$ cat config.mk
export PLATFORM = sky130hd
export DESIGN_NAME = pipe_stage_reg
export DESIGN_NICKNAME = d
export VERILOG_FILES = /design/src/rtl/core_pipe_pkg.sv /design/src/rtl/pipe_stage_reg.sv
export SDC_FILE = /design/constraint.sdc
export NUM_CORES = 1
export LEC_CHECK = 0
export ABC_CLOCK_PERIOD_IN_PS = 1600
export CAP_MARGIN = 30
export CORE_MARGIN = 2
export CORE_UTILIZATION = 41
export CTS_BUF_LIST = sky130_fd_sc_hd__clkbuf_4 sky130_fd_sc_hd__clkbuf_8
export DETAILED_ROUTE_END_ITERATION = 10
export GPL_ROUTABILITY_DRIVEN = 0
export PLACE_DENSITY_LB_ADDON = 0.08
export SLEW_MARGIN = 30
export SYNTH_ARGS = -nofsm -noshare
export SYNTH_HDL_FRONTEND = slang
export SYNTH_SLANG_ARGS = --single-unit
$ cat constraint.sdc
create_clock -name clk -period 1.6 [get_ports clk]
set_clock_uncertainty 0.15 [all_clocks]
set_input_delay 0.16 -clock clk [delete_from_list [all_inputs] [get_ports clk]]
set_output_delay 0.16 -clock clk [all_outputs]
set_load 0.02 [all_outputs]
$ cat src/rtl/core_pipe_pkg.sv
// Shared definitions for the 5-stage core pipeline registers: occupancy
// state encoding and the payload width of each stage boundary.
package core_pipe_pkg;

  // Number of beats held by a pipeline-stage register.
  typedef enum logic [1:0] {
    OCC_EMPTY = 2'd0,
    OCC_ONE   = 2'd1,
    OCC_FULL  = 2'd2
  } occ_e;

  // Payload widths of each stage boundary.
  localparam int IF_ID_W  = 64;   // PCPlus4 + Instr
  localparam int ID_EX_W  = 160;  // PC, rs1/rs2 data, imm, rd + control
  localparam int EX_MEM_W = 112;  // ALU result, store data, rd + control
  localparam int MEM_WB_W = 72;   // writeback value, rd + control

  typedef enum logic [1:0] {
    BND_IF_ID,
    BND_ID_EX,
    BND_EX_MEM,
    BND_MEM_WB
  } boundary_e;

  // Payload width for a given stage boundary, used by stage wrappers.
  function automatic int boundary_width(input boundary_e b);
    case (b)
      BND_IF_ID:  return IF_ID_W;
      BND_ID_EX:  return ID_EX_W;
      BND_EX_MEM: return EX_MEM_W;
      default:    return MEM_WB_W;
    endcase
  endfunction

endpackage

$ cat src/rtl/pipe_stage_reg.sv
// Parametrised pipeline-stage register with valid/ready handshake,
// hazard hold/flush, and an optional 2-entry skid buffer.
//
// Handshake: a beat moves upstream->stage when in_valid & in_ready at a
// rising edge, and stage->downstream when out_valid & out_ready & ~hold.
// in_valid/in_data must stay stable until accepted; out_valid/out_data stay
// stable until emitted (or flushed). While out_valid=0, out_data = BUBBLE.
module pipe_stage_reg
  import core_pipe_pkg::*;
#(
  parameter int               WIDTH  = IF_ID_W,
  parameter logic [WIDTH-1:0] BUBBLE = {WIDTH{1'b0}},
  parameter bit               SKID   = 1'b1
) (
  input  logic             clk,
  input  logic             rst,
  input  logic             flush,
  input  logic             hold,
  input  logic             in_valid,
  output logic             in_ready,
  input  logic [WIDTH-1:0] in_data,
  output logic             out_valid,
  input  logic             out_ready,
  output logic [WIDTH-1:0] out_data,
  output logic [1:0]       occupancy
);

  // Entry A always drives out_data; entry B is the skid slot (SKID=1 only).
  occ_e             state_q, state_d;
  logic [WIDTH-1:0] a_q, a_d;
  logic [WIDTH-1:0] b_q, b_d;
  logic             accept;
  logic             emit;

  assign out_valid = (state_q != OCC_EMPTY);
  assign out_data  = a_q;
  assign occupancy = state_q;

  // Handshake qualifiers; with SKID=1 in_ready depends only on state.
  always_comb begin
    emit = out_valid & out_ready & ~hold;
    if (SKID) begin
      in_ready = (state_q != OCC_FULL);
    end else begin
      in_ready = (state_q == OCC_EMPTY) | emit;
    end
    accept = in_valid & in_ready;
  end

  // Next-state and entry update; flush overrides everything below reset.
  always_comb begin
    state_d = state_q;
    a_d     = a_q;
    b_d     = b_q;
    case (state_q)
      OCC_EMPTY: begin
        if (accept) begin
          state_d = OCC_ONE;
          a_d     = in_data;
        end
      end
      OCC_ONE: begin
        if (accept && emit) begin
          a_d = in_data;
        end else if (accept && SKID) begin
          state_d = OCC_FULL;
          b_d     = in_data;
        end else if (emit) begin
          state_d = OCC_EMPTY;
          a_d     = BUBBLE;
        end
      end
      OCC_FULL: begin
        if (emit) begin
          state_d = OCC_ONE;
          a_d     = b_q;
          b_d     = BUBBLE;
        end
      end
      default: begin
        state_d = OCC_EMPTY;
        a_d     = BUBBLE;
        b_d     = BUBBLE;
      end
    endcase
    if (flush) begin
      state_d = OCC_EMPTY;
      a_d     = BUBBLE;
      b_d     = BUBBLE;
    end
  end

  // State and entry registers with synchronous reset to the empty bubble.
  always_ff @(posedge clk) begin
    if (rst) begin
      state_q <= OCC_EMPTY;
      a_q     <= BUBBLE;
      b_q     <= BUBBLE;
    end else begin
      state_q <= state_d;
      a_q     <= a_d;
      b_q     <= b_d;
    end
  end

endmodule

======== Yosys cells after proc, flatten, opt, wreduce, memory -nomap -nowiden ========
Index checks and enable logic that the tools add are counted.
operators by class
  equal/unequal tests ..................... 10
  multiplexer cells ....................... 14
  bitwise logic cells ..................... 5
  reductions and logical operators ........ 7
operators with widths
  cell                                                             count
  64-bit two-way mux                                               6
  64-bit case mux with 3 select lines                              2
  4-bit AND reduction                                              3
  2-bit two-way mux                                                5
  2-bit inequality test, second input constant                     5
  3-bit inequality test, second input constant                     3
  2-bit case mux with 3 select lines                               1
  1-bit bitwise AND                                                3
  2-bit by 1-bit == test with 1-bit output, second input constant  1
  2-bit == test, second input constant                             1
  2-bit zero test                                                  1
  1-bit NOT                                                        2
  2-bit nonzero test                                               1
  2-bit OR reduction                                               1
  1-bit logical AND                                                1
word-level totals
  flip-flop bits (word level) ............. 130
  input bits .............................. 70

======== Longest topological paths before layout ========
  depth after elaboration ................. 7
  gate-level depth with buffers ........... 7

======== Least setup slack after synthesis ========
OpenSTA, ideal clock, no wires.
  path kind ............................... flip-flop to flip-flop
  start ................................... register state_q[1] (netlist: occupancy[1])
  end ..................................... register a_q[46] (netlist: out_data[46])
  setup time .............................. 0.135 ns
  arrival ................................. 1.519 ns
  data required time ...................... 1.315 ns
  path slack .............................. -0.204 ns
  cell stages (with the launch flop) ...... 8
  path buffers ............................ 3
  clock period less this slack ............ 1.804 ns
  cell sequence ........................... dfxtp_1 buf_2 nor3b_1 or3_1 buf_4 buf_6 nand2_2 a21oi_2
on the way
  cells in the longest elaborated chain, start to end .. 6
  elaborated cells between the ends (all ways) .. 16
ends and longest elaborated chain
  item                                                                                  line                   RTL
  start, declared                                                                       pipe_stage_reg.sv:29   occ_e state_q, state_d;
  start signal, assigned                                                                pipe_stage_reg.sv:100  state_q <= state_d;
  2-bit nonzero test                                                                    pipe_stage_reg.sv:35   assign out_valid = (state_q != OCC_EMPTY);
  1-bit bitwise AND (2 in a row)                                                        pipe_stage_reg.sv:41   emit = out_valid & out_ready & ~hold;
  1-bit logical AND                                                                     pipe_stage_reg.sv:63   if (accept && emit) begin
  3-bit inequality test (no line) or 64-bit two-way mux (tied branches)                 --
  4-bit AND reduction (no line) or 64-bit case mux with 3 select lines (tied branches)  --
  end signal, assigned                                                                  pipe_stage_reg.sv:97   a_q <= BUBBLE;
  end signal, assigned                                                                  pipe_stage_reg.sv:101  a_q <= a_d;
  end, declared                                                                         pipe_stage_reg.sv:30   logic [WIDTH-1:0] a_q, a_d;
Several ways; a longest one is shown, not always the timed one.
A chain may end at the register's enable or synchronous reset.

======== Worst setup path in the final report ========
  start ................................... register state_q[0] (netlist: occupancy[0])
  end ..................................... output in_ready
on the way
  cells in the longest elaborated chain, start to end .. 1
ends and longest elaborated chain
  item                   line                  RTL
  2-bit inequality test  pipe_stage_reg.sv:43  in_ready = (state_q != OCC_FULL);
  end, declared          pipe_stage_reg.sv:20  output logic in_ready,
No other way between the ends.

==> out/summary.txt <==
RUN STATUS
----------------------------------------------------------------------------
Status                                                          finished, violations left
Violations in the final reports                                 setup timing

SYNTHESIS
----------------------------------------------------------------------------
Share of flip-flops with an asynchronous set or reset                     0%
Multiplexer share of the synthesized area                              9.77%
Cell area after synthesis                                       0.00676 mm^2
Most frequent cells after synthesis                             sky130_fd_sc_hd__dfxtp_1, sky130_fd_sc_hd__a21oi_1, sky130_fd_sc_hd__o21ai_0
Largest cells by area after synthesis                           sky130_fd_sc_hd__dfxtp_1, sky130_fd_sc_hd__mux2i_1, sky130_fd_sc_hd__nand4b_1
Cell with the most instances after synthesis                    sky130_fd_sc_hd__dfxtp_1
Largest area contributor in the netlist                         sky130_fd_sc_hd__dfxtp_1
Simple-gate portion of the synthesized area                            14.2%
Synth Area in XOR/XNOR                                                    0%
Synth Flop Type                                                 sky130_fd_sc_hd__dfxtp_1
Cell count after synthesis                                               757
Number of flops mapped to enable cells by yosys                            0
Number of storage elements in the synthesis netlist                      130
Count of yosys warnings during synthesis                                   0
Count of distinct cell types in the synthesized netlist                   36
Post-Syn Nets                                                            827
Yosys top cell area share                                              38.5%
Synth Area per Inst                                                8.93 um^2
Adder-cell area share of the yosys netlist                                0%
Largest family of logic cells by synthesized area               compound AO/OA/AOI/OAI gates
Sequential cell area fraction in the yosys report                      38.5%
Synth Area in Compound Gates                                           29.2%

FLOORPLAN
----------------------------------------------------------------------------
Total die area                                                   0.0175 mm^2
Die boundary width                                                    132 um
Floorplan die height                                                  132 um
Standard-cell row count                                                   46
Starting density of the core                                           42.3%
Number of ports placed on the die boundary                               138
Core ar.                                                         0.0160 mm^2

FINISH
----------------------------------------------------------------------------
Layout overhead on the synthesized area                                61.0%
Final nets                                                               995
Final cell utilization of the core                                     68.0%
Fraction of layout cells with a size suffix above 1                    37.6%
Ant diodes                                                                 0
Post-route cell area                                             0.0109 mm^2

DETAILED ROUTING
----------------------------------------------------------------------------
Routed metal-1 wirelength                                           10900 um
Antenna-violating nets left                                                0
Routed wl met2                                                      12700 um
Total met3 wirelength after detailed routing                         1740 um
Number of iterations in the first detailed-routing pass                    5
Initial drt markers                                                      632
Vias per inst                                                           6.06
Via count of the routed design                                          6995
Highest routed layer                                                    met4
Post-DR wirelength/cell                                              22.8 um
Routed WL                                                           26300 um
# DRC                                                                      0

WORST SETUP PATH
----------------------------------------------------------------------------
Largest fanout of any net on the critical path                             5
Launching instance or port of the critical path                 occupancy[0]$_SDFFE_PP0P_
Required time of the worst setup path                                1.29 ns
Worst R2R Path Depth                                                      10
Crit path max-delay cell type                                   sky130_fd_sc_hd__dfxtp_4
Critical Setup Path Class                                       register to output pin
Reg-to-reg critical path startpoint                             occupancy[0]$_SDFFE_PP0P_
Endpoint type of the worst setup path                             output pin
Worst path most repeated cell                                   sky130_fd_sc_hd__buf_6
Crit-path max cell delay                                             0.37 ns
Critical path cell sequence                                     buf_12, buf_4, buf_6, nand2b_4, buf_6
Startpoint class of the critical path                               register
Worst Path Arrival                                                   1.48 ns

GRT
----------------------------------------------------------------------------
Via count of the first global-routing pass                              6764
Antenna violations before repair                                           0
GRT Resource Usage Total                                               27.3%
Pin count of the biggest net entering global routing                      53
Global-route wire length before repair                              37500 um
Overflow after GRT                                                         0

CLOCK NETWORK
----------------------------------------------------------------------------
Clock tree from TritonCTS                                               done
Clock Tree Buf Depth                                                       2
Clock Root Buffer                                               sky130_fd_sc_hd__clkbuf_8
Total CTS buffers                                                         17
Clock net sink count                                                     130
Later-pin clock latency in the skew report                           0.45 ns
Deepest level of the CTS H-tree                                            4
Number of hold buffers added after cts                                     0
Clock Pin Slew Worst Setup and Hold Paths                            0.07 ns

STA
----------------------------------------------------------------------------
Unrepaired setup endpoints after global routing                          yes
Final setup fails                                                        125
Share of the clock period used by the worst path after layout           112%
Summed negative setup slack over all endpoints                     -11.94 ns
Final Max Tran Viols                                                       0
Worst Tran Pin Value                                                0.298 ns
Setup WS post-layout                                               -0.192 ns
Peak Freq                                                          0.558 GHz
Worst relative slew slack                                              80.1%
Number of hold violations in the final report                              0
Final critical-path required period                                  1.79 ns

PLACEMENT
----------------------------------------------------------------------------
Cell area after placement                                       0.00838 mm^2
DP Wirelength                                                       11600 um
Input/output buffers                                                     137
Pre-CTS WS                                                         -0.495 ns

POWER AND IR DROP
----------------------------------------------------------------------------
Peak supply drop                                                    0.570 mV
Overall power consumption                                          0.00860 W
Leakage component of the power                                       3.83 nW
Power Dens Cells                                                 790 mW/mm^2

WORST HOLD PATH
----------------------------------------------------------------------------
Class of the tightest hold or removal check                     input port to register
Hold path start                                                  in_data[33]
Min-Delay Path Depth                                                       3

FLOW RUN
----------------------------------------------------------------------------
Maximum capacitance violations                                             0

[final cells by class]
class / instances / area, um^2
fillers: 1245 / 5110
multi-input cells: 536 / 4440
repair buffers: 240 / 3130
flip-flops and latches: 130 / 2610
clock buffers: 23 / 310
well taps: 216 / 270
clock inverters: 9 / 126
[metrics by stage]
| step | hold slack [ns] | cells |
|---|---|---|
| CTS | 0.174 | 1145 |
| finish | 0.209 | 1154 |
| detailed placement | 0.315 | 1057 |
| floorplan | 0.188 | 757 |
| global placement | 0.305 | 1057 |
| global route | 0.215 | 1154 |
[routing by layer]
layer | global-route usage [%] | vias up
met5 | 0 | -
met4 | 11.5 | 0
met3 | 5.94 | 55
met2 | 44.4 | 269
met1 | 35.0 | 3478
li1 | - | 3193
[worst max-delay path: cells and delay by family, from the launching register on]
kind	cells	cell delay (ns)
DFF	1	0.37
buffers and inverters	4	0.52
and+or+nand+nor	1	0.15
[path summary, 6_finish.rpt]
path | endpoint | slack [ns]
worst min-delay path | b_q[33]$_SDFFE_PP0P_ | 0.21
worst min register to register | out_data[9]$_SDFFE_PP0P_ | 0.31
worst max-delay path | in_ready | -0.19
worst max register to register | b_q[19]$_SDFFE_PP0P_ | -0.19
[cell usage in the layout (no fill, tap or decap), types with 23 or more instances in the layout]
cell type / netlist / routed
sky130_fd_sc_hd__buf_12: 0 / 36
sky130_fd_sc_hd__clkdlybuf4s50_1: 0 / 68
sky130_fd_sc_hd__buf_4: 8 / 23
sky130_fd_sc_hd__nand2_4: 0 / 30
sky130_fd_sc_hd__nand4b_1: 64 / 64
sky130_fd_sc_hd__a21oi_1: 106 / 80
sky130_fd_sc_hd__o21ai_2: 0 / 99
sky130_fd_sc_hd__mux2i_1: 66 / 66
sky130_fd_sc_hd__a21oi_2: 22 / 48
sky130_fd_sc_hd__dlygate4sd2_1: 0 / 65
sky130_fd_sc_hd__dfxtp_1: 130 / 128
sky130_fd_sc_hd__o2bb2ai_1: 64 / 64
[registers in the layout (all words and copies together), names as in the netlist]
register   flops
b_q           64
out_data      64
occupancy      2
[cell families (layout without fill, tap and decap cells)]
family / after synthesis / in the layout
multiplexers: 66 / 66
AND/OR/NAND/NOR: 145 / 146
AO/OA/AOI/OAI: 324 / 324
buffers and inverters: 92 / 272
flip-flops: 130 / 130
[report_power, final]
group          leakage, nW  internal, W  switching [W]
Sequential            1.05      0.00331      0.0000524
Combinational         2.55      0.00100        0.00115
Clock                0.225      0.00176        0.00133
Total                 3.83      0.00607        0.00253
[timing repair]
action,4_1_cts,5_1_grt
buffers inserted,34,9
endpoints found under the setup margin,197,132
resized for setup,267,166
cloned,22,12
pin swaps,126,112
(Power assumes the default switching activity.)
